===== src/rtl/wb_stage.sv =====
// rtl/wb_stage.sv - RV32I writeback stage: MEM/WB register, load extraction, writeback mux, retire counter.
module wb_stage #(
  parameter int CNT_W = 32
) (
  input  logic             clk,
  input  logic             rst,
  input  logic             mem_stall,
  input  logic             in_valid,
  input  logic [31:0]      in_pc,
  input  logic [4:0]       in_rd,
  input  logic             in_regwrite,
  input  logic [1:0]       in_wb_sel,
  input  logic [2:0]       in_funct3,
  input  logic [31:0]      in_addr,
  input  logic [31:0]      in_alu_out,
  input  logic [31:0]      in_imm,
  input  logic [31:0]      in_mem_rdata,
  output logic             rf_we,
  output logic [4:0]       rf_rd,
  output logic [31:0]      rf_wdata,
  output logic             fwd_valid,
  output logic [4:0]       fwd_rd,
  output logic [31:0]      fwd_data,
  output logic             commit_valid,
  output logic [31:0]      commit_pc,
  output logic             load_misaligned,
  output logic [CNT_W-1:0] retired_count
);

  logic             valid_q, valid_d;
  logic [31:0]      pc_q, pc_d;
  logic [4:0]       rd_q, rd_d;
  logic             regwrite_q, regwrite_d;
  logic [1:0]       wb_sel_q, wb_sel_d;
  logic [2:0]       funct3_q, funct3_d;
  logic [1:0]       off_q, off_d;
  logic [31:0]      alu_q, alu_d;
  logic [31:0]      imm_q, imm_d;
  logic [31:0]      rdata_q, rdata_d;
  logic [CNT_W-1:0] cnt_q, cnt_d;

  // Only the byte offset of the data address matters in writeback.
  logic unused_addr;
  assign unused_addr = ^in_addr[31:2];

  // A stalled MEM instruction becomes a bubble; payload fields simply hold.
  always_comb begin
    valid_d    = 1'b0;
    pc_d       = pc_q;
    rd_d       = rd_q;
    regwrite_d = regwrite_q;
    wb_sel_d   = wb_sel_q;
    funct3_d   = funct3_q;
    off_d      = off_q;
    alu_d      = alu_q;
    imm_d      = imm_q;
    rdata_d    = rdata_q;
    if (!mem_stall) begin
      valid_d    = in_valid;
      pc_d       = in_pc;
      rd_d       = in_rd;
      regwrite_d = in_regwrite;
      wb_sel_d   = in_wb_sel;
      funct3_d   = in_funct3;
      off_d      = in_addr[1:0];
      alu_d      = in_alu_out;
      imm_d      = in_imm;
      rdata_d    = in_mem_rdata;
    end
    cnt_d = cnt_q + {{(CNT_W-1){1'b0}}, valid_q};
  end

  always_ff @(posedge clk or posedge rst) begin
    if (rst) begin
      valid_q    <= 1'b0;
      pc_q       <= '0;
      rd_q       <= '0;
      regwrite_q <= 1'b0;
      wb_sel_q   <= '0;
      funct3_q   <= '0;
      off_q      <= '0;
      alu_q      <= '0;
      imm_q      <= '0;
      rdata_q    <= '0;
      cnt_q      <= '0;
    end else begin
      valid_q    <= valid_d;
      pc_q       <= pc_d;
      rd_q       <= rd_d;
      regwrite_q <= regwrite_d;
      wb_sel_q   <= wb_sel_d;
      funct3_q   <= funct3_d;
      off_q      <= off_d;
      alu_q      <= alu_d;
      imm_q      <= imm_d;
      rdata_q    <= rdata_d;
      cnt_q      <= cnt_d;
    end
  end

  logic [31:0] shifted;
  logic [31:0] load_data;
  logic        bad_access;
  logic [31:0] wdata;

  assign shifted = rdata_q >> {off_q, 3'b000};

  always_comb begin
    load_data = rdata_q;
    case (funct3_q)
      3'b000:  load_data = {{24{shifted[7]}}, shifted[7:0]};
      3'b100:  load_data = {24'd0, shifted[7:0]};
      3'b001:  load_data = {{16{shifted[15]}}, shifted[15:0]};
      3'b101:  load_data = {16'd0, shifted[15:0]};
      default: load_data = rdata_q;
    endcase
  end

  always_comb begin
    bad_access = 1'b0;
    case (funct3_q)
      3'b001, 3'b101:         bad_access = off_q[0];
      3'b010:                 bad_access = (off_q != 2'd0);
      3'b011, 3'b110, 3'b111: bad_access = 1'b1;
      default:                bad_access = 1'b0;
    endcase
  end

  always_comb begin
    wdata = alu_q;
    case (wb_sel_q)
      2'b00:   wdata = alu_q;
      2'b01:   wdata = load_data;
      2'b10:   wdata = pc_q + 32'd4;
      default: wdata = imm_q;
    endcase
  end

  assign load_misaligned = valid_q & (wb_sel_q == 2'b01) & bad_access;
  assign rf_we           = valid_q & regwrite_q & (rd_q != 5'd0) & ~load_misaligned;
  assign rf_rd           = rd_q;
  assign rf_wdata        = wdata;
  assign fwd_valid       = rf_we;
  assign fwd_rd          = rd_q;
  assign fwd_data        = wdata;
  assign commit_valid    = valid_q;
  assign commit_pc       = pc_q;
  assign retired_count   = cnt_q;

endmodule


===== config.mk =====
export PLATFORM = sky130hd
export DESIGN_NAME = wb_stage
export DESIGN_NICKNAME = d
export VERILOG_FILES = /design/src/rtl/wb_stage.sv
export SDC_FILE = /design/constraint.sdc
export NUM_CORES = 1
export LEC_CHECK = 0
export ABC_AREA = 1
export CORE_UTILIZATION = 35
export CTS_CLUSTER_SIZE = 40
export DETAILED_ROUTE_END_ITERATION = 10
export PLACE_DENSITY = 0.66
export SYNTH_ARGS = -nofsm -noshare
export SYNTH_HDL_FRONTEND = slang
export SYNTH_SLANG_ARGS = --single-unit

===== constraint.sdc =====
create_clock -name clk -period 5.95 [get_ports clk]
set_input_delay 1.19 -clock clk [delete_from_list [all_inputs] [get_ports clk]]
set_output_delay 1.19 -clock clk [all_outputs]
set_load 0.02 [all_outputs]

# After elaboration in Yosys (flattened, before gate mapping)
# Index checks and enable logic that the tools add are counted.
# word_totals
reg_bits	174
in_bits	175
out_inout_bits	142
elab_cells	39
# op_classes
n_addsub	2
eq_ne	9
n_shift	1
muxes	4
bitwise	6
reduce_logical	6
# op_table
cell	n
$pmux W32 S4	1
$pmux W32 S3	1
$add A32 B1 Y32	1
$add A32 B3 Y32 const B	1
$shr A32 B5 Y16	1
$eq A3 B3 Y1 const B	4
$eq A3 B2 Y1 const B	2
$and A1 B1 Y1	5
$reduce_bool A5 Y1	1
$eq A3 B1 Y1 const B	1
$logic_not A3 Y1	1
$pmux W1 S3	1
$reduce_or A3 Y1	1
$eq A2 B1 Y1 const B	1
$eq A2 B2 Y1 const B	1
$logic_not A2 Y1	1
$reduce_bool A2 Y1	1
$reduce_or A2 Y1	1
$mux W1	1
$not A1 Y1	1

# Longest topological paths before layout
# logic_depth
ltp_word	6
mapped_depth	11
ltp_nobuf	9

# Worst setup path before layout
# Ideal clock, no wire load.
# synth_path
kind	reg-to-output
startpoint	register off_q[0]
endpoint	output port rf_we
arrival_ps	1900
slack_ps	2860
stages_incl_launch_ff	7
path_buffers	1
path_cell_list	dfrtp_1 -> nor2_2 -> nand3_1 -> nand2_1 -> a21oi_1 -> a211oi_1 -> buf_4
# synth_via
elab_chain_cells	5
# synth_lines
item	line_no	text
start: declaration	36	logic [1:0] off_q, off_d;
start signal: assignment	81	off_q <= '0;
start signal: assignment	93	off_q <= off_d;
$reduce_bool A2 Y1	123	3'b010: bad_access = (off_q != 2'd0);
$pmux W1 S3 *	121	case (funct3_q)
$and A1 B1 Y1 *	139	assign load_misaligned = valid_q & (wb_sel_q == 2'b01) & bad_access;
via load_misaligned	26	output logic load_misaligned,
$not A1 Y1 *	140	assign rf_we = valid_q & regwrite_q & (rd_q != 5'd0) & ~load_misaligned;
$and A1 B1 Y1 *	140	
end: declaration	18	output logic rf_we,
# Mark *: on every way through the listed nets, which the timed path passes. The rest lies on a longest branch.

# Worst setup path in the final report
# layout_path
startpoint	register funct3_q[1]
endpoint	output port fwd_data[28]
# layout_via
elab_chain_cells	3
elab_cells_between_ends	6
cone_classes	3 x eq/ne; 2 x mux; 1 x reduce/logical
# layout_lines
item	line_no	text
start: declaration	35	logic [2:0] funct3_q, funct3_d;
start signal: assignment	92	funct3_q <= funct3_d;
$eq A3 B3 Y1 (tied with other cells)	110	case (funct3_q)
$pmux W32 S4 *	110	
$pmux W32 S3 *	131	case (wb_sel_q)
end: declaration	23	output logic [31:0] fwd_data,
# Mark *: on every way between the ends. The rest lies on a longest branch, timed or not.

==> flow_summary.toml <==
[pwr]
max-vdd-ir-drop_v = 0.000173
p_leak_nw = 5.58
power_per_cell_area_nw_per_um2 = 278
cellInternalPower_mw = 2.45
p_comb_share_pct = 27.2
clockPowerShare_pct = 33.7
p_sw_share_pct = 32.4
seqPwrFrac_pct = 39.1
power.switching_mw = 1.17

[timing]
fin_crit_ps = 4270
tns_ps = 0
fmax_mhz = 234
hold_viol_final = 0
rsz0062_at_grt = "no"
setup_violations = 0
worst_slack_ps = 1680
skew_ps = 5.25
slew_viol_final = 0
worst_pin_slew_ps = 992
finalCritPeriodShare_pct = 71.7
maxSlewHeadroom_pct = 33.9

[floorplanning]
core_area_um2 = 26900
die_area_um2 = 28000
ios = 317
start_util_pct = 35.6
die_h_um = 167
rows = 60
die_w_um = 167

[global_routing]
grt_max_degree = 118
grt_pass1_wl_um = 50500
grt_pass1_vias = 8635
overflow = 0
grt_antenna_before_repair = 3
grt_usage_pct = 23.9

[placement]
gp_congestion = 0.930
port-buffer-count = 286
hpwlAfterDp_um = 25200
dp_slack_ps = 2130
place_area_um2 = 12400

[final_layout]
area_growth_pct = 36.3
final_util_pct = 48.5
nets = 1537
drive_gt1_share_pct = 13.3
seq_area_um2 = 4350
fin_area_um2 = 13000
multi_input_area_um2 = 4410
fillers = 2595

[detailed_routing]
ant_nets = 0
via_per_inst = 5.05
drc = 0
routed_wl_um = 33000
vias = 8660
drt_iter0_markers = 635
wl_per_cell_um = 19.3
first_pass_iters = 5

[cts]
cts_tree = "done"
root_buffer = "clkbuf_16"
cts-resized-gates = 0
clk_pin_slew_ps = 70
numClockSinks = 174
clk_latency_ps = 430
post_cts_buffers = 0
cts_hold_buffers = 0
cts_buffers = 17
cts_htree_levels = 4
clk_path_buf_depth = 2

[synth]
synth_nets = 1301
synth_edf_count = 0
syn_area_um2 = 9560
yosysSeqAreaShare_pct = 45.5
synth.area.top_cells = "dfrtp_1 46%, mux2_2 12%, nand2_1 11%, nor2_1 5.7%, nand3_1 4.1%"
synth.ff_latch_count = 174
synth_cells = 1123
netlist-cell-type-count = 36
ys_top_cells_by_count = "281 x nand2_1, 174 x dfrtp_1, 145 x nor2_1"
yosysWarningCount = 0
synth_flop_cell = "dfrtp_1"
async_reset_ff_share_pct = 100
syn_area_per_cell_um2 = 8.51
post-synth-top-count-cell = "nand2_1"
yosysTopAreaCell = "dfrtp_1"
synth_top_area_share_pct = 45.5

[worst_setup_path]
critPathLaunchType = "register"
crit_path_max_fanout = 25
crit_type = "register to output pin"
arrival_ps = 3080
crit_path_end_kind = "output pin"
crit_required_ps = 4760

[run_status]
status = "complete, no violations"

[min_path]
hold_path.class = "register to register"

[flow_run]
maxCapViolCount = 0
[sequential cells by signal, summed over array words and instances (netlist names)]
register       cells
alu_q             32
commit_pc         32
commit_valid       1
funct3_q           3
fwd_rd             5
imm_q             32
off_q              2
rdata_q           32
regwrite_q         1
retired_count     32
wb_sel_q           2
[worst max-delay path, stage by stage (launching register included)]
cell             delay, ps
dfrtp_1                580
inv_2                  480
nand2_1                150
nor2_1                 140
nand2_2                 80
nand3_4                250
nand2_1                150
nand4_1                180
clkdlybuf4s50_1        640
[power by group through the flow]
stage	logic (mW)	registers (mW)	clock network (mW)
global placement	0.981	1.44	0
finish	0.985	1.42	1.22
global route	1.05	1.43	1.29
floorplan	0.546	1.44	0
detailed placement	0.989	1.44	0
CTS	0.993	1.42	1.24
[final cells by class]
type	instances	share of cell area, %
antenna	2	0.0384
clock buffer	19	3.48
clock inverter	13	1.35
inverter	75	2.20
multi-input combinational	798	33.9
sequential	174	33.4
tap	341	3.27
timing repair buffer	293	22.4
[placed cells by master (no fill, tap or decap), drive strengths merged, types with 8 or more instances in the layout]
master and count:
mux2 100, inv 80, nand4 35, dfrtp 174, nor3 16, nand3 82
buf 8, a21oi 57, o21ai 23, clkdlybuf4s50 285, nor2 151, xnor2 11
clkbuf 19, nand2 294, xor2 19
[through the flow]
stage / total power, mW / hold WS (ps) / instances
2_1_floorplan: 1.99 / 474 / 1123
3_3_place_gp: 2.42 / 463 / 1681
3_5_place_dp: 2.43 / 465 / 1681
4_1_cts: 3.65 / 483 / 1713
5_1_grt: 3.78 / 507 / 1713
6_report: 3.62 / 476 / 1715
[path summary, 6_finish.rpt]
kind	from	end	slack [ps]	cells after the start
worst max-delay path	funct3_q[1]$_DFFE_PP0N_	fwd_data[28]	1680	8
worst min-delay path	retired_count[31]$_DFF_PP0_	retired_count[31]$_DFF_PP0_	480	1
worst max register to register	commit_valid$_DFF_PP0_	retired_count[30]$_DFF_PP0_	3900	8
worst min register to register	retired_count[31]$_DFF_PP0_	retired_count[31]$_DFF_PP0_	480	1
max in group asynchronous	rst	alu_q[28]$_DFFE_PP0N_	3570	3
min in group asynchronous	rst	imm_q[5]$_DFFE_PP0N_	1220	2
[logic make-up (layout without fill, tap and decap cells)]
group	Yosys count	after routing	share of synthesized area, %
simple gates	580	580	26.6
flops	174	174	45.5
buf+inv	151	400	8.34
mux	100	100	11.8
compound gates	85	85	4.58
xor+xnor	30	30	2.75
fa+ha+maj	3	3	0.393
other cells	0	2	0
[routing by layer]
layer  share of wire, %  routed length (um)  up-vias  track usage [%]
met3                6.7                2220       34             5.37
met2                 48               16000      321             40.7
met1                 43               14200     4182             30.5
met5              0.073                  24        -                0
li1                   -                   -     4119                -
met4                1.7                 551        4             6.42
(Power assumes the default switching activity.)
